**src/rtl/pipe_hazard_if.sv**
```systemverilog
// pipe_hazard_if: hazard-request and pipeline-control bundle between the
// 5-stage core datapath (master) and the stall/flush scheduler (slave).
interface pipe_hazard_if #(
  parameter int CNT_W = 64
) ();
  // hazard / completion requests from the pipeline
  logic             ifu_busy;
  logic             load_use;
  logic             redirect;
  logic             trap;
  logic             lsu_req;
  logic             lsu_done;
  logic             mdu_req;
  logic             mdu_done;
  // pipeline register controls back to the datapath
  logic             pc_stall;
  logic             if_id_stall;
  logic             id_ex_stall;
  logic             ex_mem_stall;
  logic             mem_wb_stall;
  logic             if_id_flush;
  logic             id_ex_flush;
  logic             ex_mem_flush;
  logic             mdu_kill;
  logic             timeout;
  logic [CNT_W-1:0] stall_cycles;
  logic [CNT_W-1:0] flush_events;

  modport master (
    output ifu_busy, load_use, redirect, trap, lsu_req, lsu_done, mdu_req, mdu_done,
    input  pc_stall, if_id_stall, id_ex_stall, ex_mem_stall, mem_wb_stall,
    input  if_id_flush, id_ex_flush, ex_mem_flush, mdu_kill, timeout,
    input  stall_cycles, flush_events
  );

  modport slave (
    input  ifu_busy, load_use, redirect, trap, lsu_req, lsu_done, mdu_req, mdu_done,
    output pc_stall, if_id_stall, id_ex_stall, ex_mem_stall, mem_wb_stall,
    output if_id_flush, id_ex_flush, ex_mem_flush, mdu_kill, timeout,
    output stall_cycles, flush_events
  );
endinterface

```
**src/rtl/pipe_hazard_ctrl.sv**
```systemverilog
// pipe_hazard_ctrl: central stall/flush scheduler for the 5-stage RV64 core.
// Resolves trap > LSU miss > redirect > MDU busy > load-use > fetch miss,
// tracks multi-cycle LSU/MDU waits with a watchdog, and raises a sticky
// timeout flag when a wait is aborted. Controls are Mealy (state + inputs).
// Optional build macro PIPE_HAZARD_PERF_EN adds stall/flush perf counters;
// without it both counter ports read zero and no counter flops exist.
module pipe_hazard_ctrl #(
  parameter int TIMEOUT = 1024,
  parameter int CNT_W   = 64
) (
  input logic          clk,
  input logic          rst_n,
  pipe_hazard_if.slave hz
);

  localparam int WCW = $clog2(TIMEOUT);
  localparam logic [WCW-1:0] WAIT_LAST = WCW'(TIMEOUT - 1);
  localparam logic [WCW-1:0] WAIT_ONE  = WCW'(1);

  localparam logic [1:0] ST_RUN      = 2'd0;
  localparam logic [1:0] ST_LSU_WAIT = 2'd1;
  localparam logic [1:0] ST_MDU_WAIT = 2'd2;

  logic [1:0]     state_r;
  logic [1:0]     state_nxt_s;
  logic [WCW-1:0] wait_cnt_r;
  logic [WCW-1:0] wait_cnt_nxt_s;
  logic           timeout_r;
  logic           abort_s;
  logic           run_eval_s;
  logic           lsu_row_en_s;

  logic pc_stall_s, if_id_stall_s, id_ex_stall_s, ex_mem_stall_s, mem_wb_stall_s;
  logic if_id_flush_s, id_ex_flush_s, ex_mem_flush_s, mdu_kill_s;

  // Mealy control decode: wait-state holds, watchdog abort, then RUN priority rows
  always_comb begin
    pc_stall_s     = 1'b0;
    if_id_stall_s  = 1'b0;
    id_ex_stall_s  = 1'b0;
    ex_mem_stall_s = 1'b0;
    mem_wb_stall_s = 1'b0;
    if_id_flush_s  = 1'b0;
    id_ex_flush_s  = 1'b0;
    ex_mem_flush_s = 1'b0;
    mdu_kill_s     = 1'b0;
    state_nxt_s    = state_r;
    abort_s        = 1'b0;
    run_eval_s     = 1'b0;
    lsu_row_en_s   = 1'b0;

    if (!rst_n) begin
      // hold every stage as a bubble while in reset
      if_id_flush_s  = 1'b1;
      id_ex_flush_s  = 1'b1;
      ex_mem_flush_s = 1'b1;
      mdu_kill_s     = 1'b1;
      state_nxt_s    = ST_RUN;
    end else begin
      case (state_r)
        ST_RUN: begin
          run_eval_s   = 1'b1;
          lsu_row_en_s = 1'b1;
        end
        ST_LSU_WAIT: begin
          if (hz.lsu_done) begin
            // completion cycle: younger hazards resolve now, LSU row excluded
            run_eval_s  = 1'b1;
            state_nxt_s = ST_RUN;
          end else if (wait_cnt_r == WAIT_LAST) begin
            abort_s     = 1'b1;
            state_nxt_s = ST_RUN;
          end else begin
            pc_stall_s     = 1'b1;
            if_id_stall_s  = 1'b1;
            id_ex_stall_s  = 1'b1;
            ex_mem_stall_s = 1'b1;
            mem_wb_stall_s = 1'b1;
          end
        end
        ST_MDU_WAIT: begin
          if (hz.mdu_done) begin
            state_nxt_s = ST_RUN;
          end else if (wait_cnt_r == WAIT_LAST) begin
            abort_s     = 1'b1;
            state_nxt_s = ST_RUN;
          end else begin
            pc_stall_s     = 1'b1;
            if_id_stall_s  = 1'b1;
            id_ex_stall_s  = 1'b1;
            ex_mem_flush_s = 1'b1;
          end
        end
        default: begin
          // unreachable encoding: scrub the pipe and resume
          abort_s     = 1'b1;
          state_nxt_s = ST_RUN;
        end
      endcase

      if (abort_s) begin
        if_id_flush_s  = 1'b1;
        id_ex_flush_s  = 1'b1;
        ex_mem_flush_s = 1'b1;
        mdu_kill_s     = 1'b1;
      end else begin
        abort_s = 1'b0;
      end

      if (run_eval_s) begin
        if (hz.trap) begin
          // PC is free to load the trap vector
          if_id_flush_s  = 1'b1;
          id_ex_flush_s  = 1'b1;
          ex_mem_flush_s = 1'b1;
          mdu_kill_s     = 1'b1;
        end else if (lsu_row_en_s && hz.lsu_req && !hz.lsu_done) begin
          pc_stall_s     = 1'b1;
          if_id_stall_s  = 1'b1;
          id_ex_stall_s  = 1'b1;
          ex_mem_stall_s = 1'b1;
          mem_wb_stall_s = 1'b1;
          state_nxt_s    = ST_LSU_WAIT;
        end else if (hz.redirect) begin
          if_id_flush_s = 1'b1;
          id_ex_flush_s = 1'b1;
          mdu_kill_s    = 1'b1;
        end else if (hz.mdu_req && !hz.mdu_done) begin
          pc_stall_s     = 1'b1;
          if_id_stall_s  = 1'b1;
          id_ex_stall_s  = 1'b1;
          ex_mem_flush_s = 1'b1;
          state_nxt_s    = ST_MDU_WAIT;
        end else if (hz.load_use) begin
          pc_stall_s    = 1'b1;
          if_id_stall_s = 1'b1;
          id_ex_flush_s = 1'b1;
        end else if (hz.ifu_busy) begin
          pc_stall_s    = 1'b1;
          if_id_flush_s = 1'b1;
        end else begin
          pc_stall_s = 1'b0;
        end
      end else begin
        run_eval_s = 1'b0;
      end
    end
  end

  // wait counter runs only while staying in the same wait state
  always_comb begin
    wait_cnt_nxt_s = '0;
    if ((state_nxt_s != ST_RUN) && (state_nxt_s == state_r)) begin
      wait_cnt_nxt_s = wait_cnt_r + WAIT_ONE;
    end else begin
      wait_cnt_nxt_s = '0;
    end
  end

  // state, watchdog counter and sticky timeout flag
  always_ff @(posedge clk) begin
    if (!rst_n) begin
      state_r    <= ST_RUN;
      wait_cnt_r <= '0;
      timeout_r  <= 1'b0;
    end else begin
      state_r    <= state_nxt_s;
      wait_cnt_r <= wait_cnt_nxt_s;
      timeout_r  <= timeout_r | abort_s;
    end
  end

  assign hz.pc_stall     = pc_stall_s;
  assign hz.if_id_stall  = if_id_stall_s;
  assign hz.id_ex_stall  = id_ex_stall_s;
  assign hz.ex_mem_stall = ex_mem_stall_s;
  assign hz.mem_wb_stall = mem_wb_stall_s;
  assign hz.if_id_flush  = if_id_flush_s;
  assign hz.id_ex_flush  = id_ex_flush_s;
  assign hz.ex_mem_flush = ex_mem_flush_s;
  assign hz.mdu_kill     = mdu_kill_s;
  assign hz.timeout      = timeout_r;

`ifdef PIPE_HAZARD_PERF_EN
  logic [CNT_W-1:0] stall_cycles_r;
  logic [CNT_W-1:0] flush_events_r;

  // perf counters: stalled-PC cycles and cycles carrying any flush
  always_ff @(posedge clk) begin
    if (!rst_n) begin
      stall_cycles_r <= '0;
      flush_events_r <= '0;
    end else begin
      if (pc_stall_s) begin
        stall_cycles_r <= stall_cycles_r + CNT_W'(1);
      end else begin
        stall_cycles_r <= stall_cycles_r;
      end
      if (if_id_flush_s || id_ex_flush_s || ex_mem_flush_s) begin
        flush_events_r <= flush_events_r + CNT_W'(1);
      end else begin
        flush_events_r <= flush_events_r;
      end
    end
  end

  assign hz.stall_cycles = stall_cycles_r;
  assign hz.flush_events = flush_events_r;
`else
  assign hz.stall_cycles = {CNT_W{1'b0}};
  assign hz.flush_events = {CNT_W{1'b0}};
`endif

endmodule
```
**src/flat_wrapper.sv**
```systemverilog
// flat-port wrapper written by rule: the top's interface ports become plain ports
module pipe_hazard_ctrl_flat 
#(
  parameter int TIMEOUT = 1024,
  parameter int CNT_W   = 64
)
  (clk, rst_n, hz_ifu_busy, hz_load_use, hz_redirect, hz_trap, hz_lsu_req, hz_lsu_done, hz_mdu_req, hz_mdu_done, hz_pc_stall, hz_if_id_stall, hz_id_ex_stall, hz_ex_mem_stall, hz_mem_wb_stall, hz_if_id_flush, hz_id_ex_flush, hz_ex_mem_flush, hz_mdu_kill, hz_timeout, hz_stall_cycles, hz_flush_events);
  pipe_hazard_if #(.CNT_W(CNT_W)) hz_i ();
  input logic clk;
  input logic rst_n;
  input wire logic [$bits(hz_i.ifu_busy)-1:0] hz_ifu_busy;
  input wire logic [$bits(hz_i.load_use)-1:0] hz_load_use;
  input wire logic [$bits(hz_i.redirect)-1:0] hz_redirect;
  input wire logic [$bits(hz_i.trap)-1:0] hz_trap;
  input wire logic [$bits(hz_i.lsu_req)-1:0] hz_lsu_req;
  input wire logic [$bits(hz_i.lsu_done)-1:0] hz_lsu_done;
  input wire logic [$bits(hz_i.mdu_req)-1:0] hz_mdu_req;
  input wire logic [$bits(hz_i.mdu_done)-1:0] hz_mdu_done;
  output wire logic [$bits(hz_i.pc_stall)-1:0] hz_pc_stall;
  output wire logic [$bits(hz_i.if_id_stall)-1:0] hz_if_id_stall;
  output wire logic [$bits(hz_i.id_ex_stall)-1:0] hz_id_ex_stall;
  output wire logic [$bits(hz_i.ex_mem_stall)-1:0] hz_ex_mem_stall;
  output wire logic [$bits(hz_i.mem_wb_stall)-1:0] hz_mem_wb_stall;
  output wire logic [$bits(hz_i.if_id_flush)-1:0] hz_if_id_flush;
  output wire logic [$bits(hz_i.id_ex_flush)-1:0] hz_id_ex_flush;
  output wire logic [$bits(hz_i.ex_mem_flush)-1:0] hz_ex_mem_flush;
  output wire logic [$bits(hz_i.mdu_kill)-1:0] hz_mdu_kill;
  output wire logic [$bits(hz_i.timeout)-1:0] hz_timeout;
  output wire logic [$bits(hz_i.stall_cycles)-1:0] hz_stall_cycles;
  output wire logic [$bits(hz_i.flush_events)-1:0] hz_flush_events;
  assign hz_i.ifu_busy = hz_ifu_busy;
  assign hz_i.load_use = hz_load_use;
  assign hz_i.redirect = hz_redirect;
  assign hz_i.trap = hz_trap;
  assign hz_i.lsu_req = hz_lsu_req;
  assign hz_i.lsu_done = hz_lsu_done;
  assign hz_i.mdu_req = hz_mdu_req;
  assign hz_i.mdu_done = hz_mdu_done;
  assign hz_pc_stall = hz_i.pc_stall;
  assign hz_if_id_stall = hz_i.if_id_stall;
  assign hz_id_ex_stall = hz_i.id_ex_stall;
  assign hz_ex_mem_stall = hz_i.ex_mem_stall;
  assign hz_mem_wb_stall = hz_i.mem_wb_stall;
  assign hz_if_id_flush = hz_i.if_id_flush;
  assign hz_id_ex_flush = hz_i.id_ex_flush;
  assign hz_ex_mem_flush = hz_i.ex_mem_flush;
  assign hz_mdu_kill = hz_i.mdu_kill;
  assign hz_timeout = hz_i.timeout;
  assign hz_stall_cycles = hz_i.stall_cycles;
  assign hz_flush_events = hz_i.flush_events;
  pipe_hazard_ctrl #(.TIMEOUT(TIMEOUT), .CNT_W(CNT_W)) u_core (.clk(clk), .rst_n(rst_n), .hz(hz_i));
endmodule
```
**config.mk**
```make
export PLATFORM = sky130hd
export DESIGN_NAME = pipe_hazard_ctrl_flat
export DESIGN_NICKNAME = d
export VERILOG_FILES = /design/src/rtl/pipe_hazard_if.sv /design/src/rtl/pipe_hazard_ctrl.sv /design/src/flat_wrapper.sv
export SDC_FILE = /design/constraint.sdc
export NUM_CORES = 1
export LEC_CHECK = 0
export ABC_AREA = 1
export ABC_CLOCK_PERIOD_IN_PS = 1950
export CORE_AREA = 2 2 79 81
export CTS_CLUSTER_DIAMETER = 50
export DETAILED_ROUTE_END_ITERATION = 8
export DIE_AREA = 0 0 81 83
export GPL_ROUTABILITY_DRIVEN = 0
export PLACE_DENSITY_LB_ADDON = 0.2
export SLEW_MARGIN = 30
export SYNTH_ARGS = -nofsm -noshare
export SYNTH_HDL_FRONTEND = slang
export SYNTH_SLANG_ARGS = --single-unit
```
**constraint.sdc**
```tcl
create_clock -name clk -period 1.95 [get_ports clk]
set_input_delay 0.195 -clock clk [delete_from_list [all_inputs] [get_ports clk]]
set_output_delay 0.195 -clock clk [all_outputs]
set_load 0.005 [all_outputs]
```
==> results of run 1 <==
==> critical path, delay by kind of cell (launching register included) <==
family / cells / cell delay (ps)
simple gates: 4 / 360
buf+inv: 3 / 420
flops: 1 / 310
compound gates: 1 / 170
fa+ha+maj: 1 / 150
==> worst max path at each step <==
stage	slack [ps]	from	to
6_report	100	u_core.state_r[1]$_SDFF_PN0_	hz_ex_mem_stall
5_1_grt	3	u_core.state_r[0]$_SDFF_PN0_	u_core.wait_cnt_r[7]$_SDFF_PN0_
4_1_cts	30	u_core.state_r[1]$_SDFF_PN0_	hz_ex_mem_flush
3_5_place_dp	-150	hz_lsu_done	hz_mem_wb_stall
3_3_place_gp	-170	hz_lsu_done	hz_ex_mem_stall
2_1_floorplan	350	u_core.state_r[0]$_SDFF_PN0_	u_core.wait_cnt_r[4]$_SDFF_PN0_
==> layout make-up <==
| cell class | instances | area, um^2 | area share |
|---|---|---|---|
| sequential | 13 | 264 | 0.131 |
| timing repair buffer | 44 | 360 | 0.178 |
| clock buffer | 4 | 45.0 | 0.0223 |
| inverter | 22 | 85.1 | 0.0421 |
| tap | 75 | 93.8 | 0.0464 |
| multi-input combinational | 221 | 1170 | 0.580 |
==> registers in the layout (all words and copies together) (netlist names) <==
register	count
u_core.wait_cnt_r	10
u_core.state_r	2
u_core.hz.timeout	1
==> per-layer routing <==
metal | track usage | share of wire
met1 | 0.102 | 0.40
met2 | 0.134 | 0.49
met3 | 0.0196 | 0.11
met4 | 0.0139 | 0
met5 | 0 | 0
==> synth_stat cells (all sizes together) <==
cell type    n  share of area
a21oi        5          0.013
a31oi        2         0.0065
and3         1         0.0032
buf        129           0.50
conb         1         0.0019
dfxtp       13           0.13
ha           5          0.032
inv         22          0.043
nand2       30          0.095
nand3       14          0.043
nand4        3          0.013
nor2        21          0.067
o211ai       1         0.0039
o21ai        3         0.0078
xnor2        4          0.018
xor2         4          0.018
==> timing repair <==
item / CTS / global route
pin swaps: 3 / 10
resized for setup: 17 / 23
endpoints found under the setup margin: 9 / 19
buffers inserted: 1 / 1
==> stage by stage <==
step                total power, mW  instance area (um^2)  setup slack, ps
floorplan                     0.596                  2410              345
global placement              0.500                  1900             -170
detailed placement            0.498                  1900             -149
CTS                           0.735                  1960             26.3
global route                  0.805                  2020             2.81
finish                        0.739                  2020              102
==> report_power, final <==
part	switching (mW)	internal [mW]
registers	0.00302	0.268
clock network	0.0908	0.144
logic	0.145	0.0887
==> cells by family (layout without fill, tap and decap cells) <==
kind of cell	after synthesis	in the layout	share of synthesized area
adder cells (fa/ha/maj)	5	5	0.0323
XOR/XNOR	8	8	0.0362
AO/OA/AOI/OAI	11	11	0.0310
flip-flops	13	13	0.135
other	1	128	0.00194
AND/OR/NAND/NOR	69	69	0.221
buffers and inverters	151	70	0.543
==> impl_metrics.yaml, run 1 <==
worst_setup_path:
  cp.arrival_ps: 1650
  worstPathRequired_ps: 1750
  slowest_stage: "dfxtp_1"
  path_cells: "inv_2 > ha_4 > nand2_1 > nand2_4 > inv_2 > nor2_4 > nand4_4 > a21oi_2 > dlygate4sd2_1"
  reg2reg_depth: 15
  r2r_start: "u_core.state_r[1]$_SDFF_PN0_"
  cp_common_cell: "inv_2"
  slowest_delay_ps: 310
  rrSetupSlack_ps: 190
  rr_endpoint: "u_core.wait_cnt_r[7]$_SDFF_PN0_"
  worstSetupPathType: "reg -> out"
  crit_fanout: 3
  start_kind: "flop"
  end_kind: "primary output"
layout:
  final_common_cell: "conb_1"
  drive_gt1_frac: 0.253
  syn_to_final_growth_pct: 4.53
  layoutNonFillerInstCount: 379
  final_util: 0.348
  final_cell_mix: "conb_1 (128), buf_4 (25), nand2_1 (17), inv_1 (13)"
  n_antenna_cell: 0
  nFillCells: 634
  nNetsFinal: 320
clock_tree:
  clock_sinks: 13
  cts_buffers: 3
  clock_latency_ps: 240
  cts_buffer_depth: 2
  cts_root_buffer: "clkbuf_8"
  htree_levels: 1
  postCtsHoldBufs: 0
  path_clk_slew_ps: 50
  cts_tree: "done"
hold_path:
  hold_class: "reg -> reg"
  hold_path_end: "u_core.hz.timeout$_SDFF_PN0_"
  holdCritStartpoint: "u_core.hz.timeout$_SDFF_PN0_"
  hold_depth: 2
placed_design:
  place_inst: 373
  place.port_buffers: 19
  hpwlAfterDp_um: 2500
synth:
  ys_warn_count: 0
  syn_inst: 258
  synth_area_per_cell_um2: 7.50
  ys_ff_latch: 13
  yosysSeqAreaShare: 0.135
  ys_types: 25
  synth_area_um2: 1930
sta:
  finalCritPeriodShare: 0.948
  hold_slack_ps: 465
  period_minus_slack_ps: 1850
  skew_ps: 1.31
  setup_violations: 0
  hold_viol: 0
  slew_violations: 0
  fmax_mhz: 541
  fin_tns_setup_ps: 0
  rsz0062_at_grt: "false"
drt:
  first_pass_iters: 4
  via_per_inst: 3.30
  drc: 0
  wire_per_inst_um: 7.52
  vias: 1252
  drt_iter0_markers: 32
  ant_nets: 0
  drt-total-wl_um: 2850
pwr:
  max-vdd-ir-drop_mv: 0.192
  leakage_nw: 1.05
  powerDensity_nw_per_um2: 366
die:
  start_util: 0.333
  fp.dieH_um: 83
  die_area_um2: 6720
  dieWidth_um: 81
  core_area_um2: 5820
  num_io_pins: 148
  rows: 28
global_routing:
  grt_use_total: 0.0794
  overflow: 0
  grt_pass1_vias: 987
  grt_pass1_wl_um: 4330
  grt_max_degree: 11
  antenna_found_initial: 0
job:
  drv_cap: 0
status:
  status: "finished, final reports clean"
(Power assumes the default switching activity.)
==> inputs of run 2 (changes only) <==
--- a/config.mk
+++ b/config.mk
@@ -12,7 +12,7 @@
 export DETAILED_ROUTE_END_ITERATION = 8
 export DIE_AREA = 0 0 81 83
 export GPL_ROUTABILITY_DRIVEN = 0
-export PLACE_DENSITY_LB_ADDON = 0.2
+export PLACE_DENSITY = 0.79
 export SLEW_MARGIN = 30
 export SYNTH_ARGS = -nofsm -noshare
 export SYNTH_HDL_FRONTEND = slang
==> impl_metrics.yaml, run 2 (synthesis gave the netlist of run 1 again) <==
layout:
  nNetsFinal: 328
  final_cell_mix: "conb_1 (128), buf_4 (32), nand2_1 (16), inv_1 (14)"
  drive_gt1_frac: 0.311
  syn_to_final_growth_pct: 11.0
  regMostFlops: "u_core.wait_cnt_r"
  n_antenna_cell: 0
  largest_reg_flops: 10
  final_common_cell: "conb_1"
  design_area_um2: 2150
  nFillCells: 595
  final_util: 0.369
worst_setup_path:
  cp.arrival_ps: 1690
  worstPathRequired_ps: 1750
  end_kind: "primary output"
  worstSetupPathType: "reg -> out"
  crit_fanout: 4
  start_kind: "flop"
placed_design:
  hpwlAfterDp_um: 2690
  place.port_buffers: 19
  dpl-instance-area_um2: 1930
clock_tree:
  cts_root_buffer: "clkbuf_8"
  postCtsHoldBufs: 0
  clock_latency_ps: 250
  path_clk_slew_ps: 50
  cts_tree: "done"
  cts_buffer_depth: 2
  cts_buffers: 3
  clock_sinks: 13
  htree_levels: 1
drt:
  first_pass_iters: 4
  vias: 1332
  drt-total-wl_um: 3270
  drc: 0
  ant_nets: 0
  drt_iter0_markers: 45
  via_per_inst: 3.44
  wire_per_inst_um: 8.44
global_routing:
  antenna_found_initial: 0
  grt_pass1_wl_um: 4730
  grt_max_degree: 11
  grt_use_total: 0.0897
  grt_pass1_vias: 1119
  overflow: 0
die:
  core_area_um2: 5820
  fp.dieH_um: 83
  start_util: 0.333
  rows: 28
  num_io_pins: 148
  dieWidth_um: 81
  die_area_um2: 6720
sta:
  finalCritPeriodShare: 0.968
  fmax_mhz: 530
  period_minus_slack_ps: 1890
  hold_slack_ps: 496
  slew_violations: 0
  rsz0062_at_grt: "true"
  hold_viol: 0
  setup_violations: 0
  skew_ps: 1.13
job:
  drv_cap: 0
pwr:
  leakage_nw: 1.09
  total_power_mw: 0.767
  powerDensity_nw_per_um2: 357
  max-vdd-ir-drop_mv: 0.167
hold_path:
  hold_class: "reg -> reg"
status:
  status: "finished, final reports clean"
run 2: changes by cell type in the layout (fill, tap and decap cells not counted), moves of 2 or more:
cell and change:
inv_2 -2, buf_4 +7, a21oi_1 -2, dfxtp_1 -3
dfxtp_2 +2
run 2: repair_timing:
| item | CTS | global route |
|---|---|---|
| pin swaps | 5 | 6 |
| setup endpoints to repair | 9 | 9 |
| setup buffers | 5 | 1 |
| resized for setup | 40 | 21 |
run 2: stage by stage:
stage | setup TNS (ps) | worst slack [ps] | instances
after floorplan | 0 | 345 | 385
after global placement | -1030 | -178 | 377
after detailed placement | -1090 | -198 | 377
after CTS | 0 | 5.76 | 386
after global routing | -65.5 | -32.9 | 387
final | 0 | 63.0 | 387
run 2: worst max-delay path: stages, from the launching register on:
cell and delay, ps:
dfxtp_4 360, inv_4 80, ha_4 140, nand2_1 80
nand2_4 90, inv_2 50, nor2_4 90, nand4_4 130
a31oi_2 200, clkdlybuf4s15_1 230
run 2: layout make-up:
type,instances,area [um^2],area share
clock buffer,4,45.0,0.0210
inverter,22,87.6,0.0408
multi-input combinational,221,1230,0.572
sequential,13,270,0.126
tap,75,93.8,0.0437
timing repair buffer,52,422,0.196
run 2: worst paths after layout:
kind                                startpoint                         endpoint  slack [ps]  cells after the start
hold / removal    u_core.hz.timeout$_SDFF_PN0_     u_core.hz.timeout$_SDFF_PN0_         500                      2
setup reg to reg  u_core.state_r[1]$_SDFF_PN0_  u_core.wait_cnt_r[9]$_SDFF_PN0_         160                     15
hold reg to reg   u_core.hz.timeout$_SDFF_PN0_     u_core.hz.timeout$_SDFF_PN0_         500                      2
setup / recovery  u_core.state_r[1]$_SDFF_PN0_                   hz_id_ex_stall          60                      9
run 2: report_power, final:
part	total [mW]	internal, mW	switching, mW
logic	0.256	0.101	0.155
registers	0.271	0.267	0.00399
clock network	0.240	0.144	0.0955
run 2: routing by layer:
| layer | GRT usage | share of wire |
|---|---|---|
| met5 | 0 | 0 |
| met4 | 0.0231 | 0.015 |
| met3 | 0.0283 | 0.12 |
| met2 | 0.173 | 0.53 |
| met1 | 0.0898 | 0.33 |
==> inputs of run 3 (changes only) <==
--- a/config.mk
+++ b/config.mk
@@ -7,12 +7,12 @@
 export LEC_CHECK = 0
 export ABC_AREA = 1
 export ABC_CLOCK_PERIOD_IN_PS = 1950
-export CORE_AREA = 2 2 79 81
+export CORE_AREA = 2 2 110 59
 export CTS_CLUSTER_DIAMETER = 50
 export DETAILED_ROUTE_END_ITERATION = 8
-export DIE_AREA = 0 0 81 83
+export DIE_AREA = 0 0 112 61
 export GPL_ROUTABILITY_DRIVEN = 0
-export PLACE_DENSITY = 0.79
+export PLACE_DENSITY = 0.8
 export SLEW_MARGIN = 30
 export SYNTH_ARGS = -nofsm -noshare
 export SYNTH_HDL_FRONTEND = slang
==> impl_metrics.yaml, run 3 (synthesis gave the netlist of run 1 again) <==
global_routing:
  grt_max_degree: 11
  overflow: 0
  grtUsageMet1: 0.107
  grt_pass1_vias: 974
  use_met2: 0.146
  gr-usage-met3: 0.0180
  antenna_found_initial: 0
  busiest_layer: "met2"
  grt_use_total: 0.0840
  grt_pass1_wl_um: 4490
worst_setup_path:
  slowest_stage: "dfxtp_2"
  cp.arrival_ps: 1710
  crit_fanout: 4
  worstSetupPathType: "reg -> out"
  path_cells: "ha_2 > nand2_1 > nor2_4 > nand3_4 > o21ai_4 > nor2_4 > o211ai_1 > clkdlybuf4s15_1"
  start_kind: "flop"
  cp_top_family: "simple AND/OR/NAND/NOR gates"
  cp_common_cell: "nor2_4"
  slowest_delay_ps: 320
  worstPathRequired_ps: 1750
  path_buf_inv: 1
  end_kind: "primary output"
drt:
  vias: 1259
  drt-total-wl_um: 3250
  via_per_inst: 3.32
  drt_iter0_markers: 46
  wire_per_inst_um: 8.58
  ant_nets: 0
  drc: 0
  first_pass_iters: 4
layout:
  nNetsFinal: 318
  largest_reg_flops: 10
  final_cell_mix: "conb_1 (128), buf_4 (22), nand2_1 (17), inv_1 (13), nand3_1 (13)"
  design_area_um2: 2050
  final_common_cell: "conb_1"
  syn_to_final_growth_pct: 6.14
  regMostFlops: "u_core.wait_cnt_r"
  n_antenna_cell: 0
  drive_gt1_frac: 0.265
job:
  drv_cap: 0
sta:
  setup_violations: 0
  skew_ps: 2.60
  hold_viol: 0
  slew_violations: 0
  finalCritPeriodShare: 0.975
  setup_ws_ps: 49.0
  fmax_mhz: 526
  period_minus_slack_ps: 1900
  rsz0062_at_grt: "true"
pwr:
  switching_share: 0.292
  pwr-share-clk: 0.425
  power_frac_comb: 0.271
  seq_power_share: 0.303
  p_int_mw: 0.634
  leakage_nw: 1.05
  powerDensity_nw_per_um2: 436
  max-vdd-ir-drop_mv: 0.327
  p_switching_mw: 0.261
clock_tree:
  clock_sinks: 13
  postCtsHoldBufs: 0
  cts_buffers: 3
  htree_levels: 1
  cts_buffer_depth: 2
  cts_root_buffer: "clkbuf_16"
  clock_latency_ps: 240
  path_clk_slew_ps: 40
  cts_tree: "done"
die:
  fp.dieH_um: 61
  rows: 20
  num_io_pins: 148
  dieWidth_um: 112
  die_area_um2: 6830
  core_area_um2: 5860
  start_util: 0.330
placed_design:
  pre_cts_slack_ps: -165
  place.port_buffers: 19
  hpwlAfterDp_um: 2680
  dpl-instance-area_um2: 1890
status:
  status: "finished, final reports clean"
hold_path:
  hold_class: "reg -> reg"
==> run 3: worst register-to-register path, delay by kind of cell, from the launching register on <==
kind	cells	cell delay, ps
simple gates	11	910
buf+inv	2	250
flops	1	320
fa+ha+maj	1	170
==> run 3: repair_timing <==
action / 4_1_cts / 5_1_grt
setup buffers: 2 / 1
pin swaps: 3 / 3
endpoints found under the setup margin: 9 / 9
gates resized for setup: 26 / 20
==> run 3: cell type report <==
| cell class | instances | area [um^2] |
|---|---|---|
| Sequential cell | 13 | 267 |
| Tap cell | 77 | 96.3 |
| Timing Repair Buffer | 42 | 349 |
| Fill cell | 603 | 3800 |
| Clock buffer | 4 | 78.8 |
| Multi-Input combinational cell | 221 | 1180 |
| Inverter | 22 | 82.6 |
==> run 3: final timing paths <==
path,startpoint,end,slack (ps),cells after the start
worst max register to register,u_core.wait_cnt_r[0]$_SDFF_PN0_,u_core.wait_cnt_r[4]$_SDFF_PN0_,170,14
worst min-delay path,u_core.hz.timeout$_SDFF_PN0_,u_core.hz.timeout$_SDFF_PN0_,450,2
worst max-delay path,u_core.wait_cnt_r[0]$_SDFF_PN0_,hz_ex_mem_flush,50,8
worst min register to register,u_core.hz.timeout$_SDFF_PN0_,u_core.hz.timeout$_SDFF_PN0_,450,2
==> run 3: metal layers <==
layer | vias to the layer above | part of all wire
met1 | 555 | 0.40
met3 | 6 | 0.089
li1 | 623 | -
met2 | 75 | 0.49
met5 | - | 0
met4 | 0 | 0.018
==> run 3: through the flow <==
step / power [mW] / util / std cells / hold slack, ps / TNS (ps)
after detailed placement: 0.497 / 0.323 / 372 / 440 / -1140
final: 0.895 / 0.351 / 379 / 452 / 0
after global placement: 0.492 / 0.323 / 372 / 446 / -805
after global routing: 0.950 / 0.351 / 379 / 490 / -12.7
after floorplan: 0.596 / - / 385 / 302 / 0
after CTS: 0.893 / 0.349 / 378 / 454 / 0
==> run 3: power groups by stage <==
stage	Combinational [mW]	Sequential (mW)	Clock, mW
4_1_cts	0.232	0.272	0.389
6_report	0.243	0.271	0.380
3_5_place_dp	0.221	0.276	0
3_3_place_gp	0.216	0.276	0
2_1_floorplan	0.320	0.276	0
5_1_grt	0.273	0.271	0.406
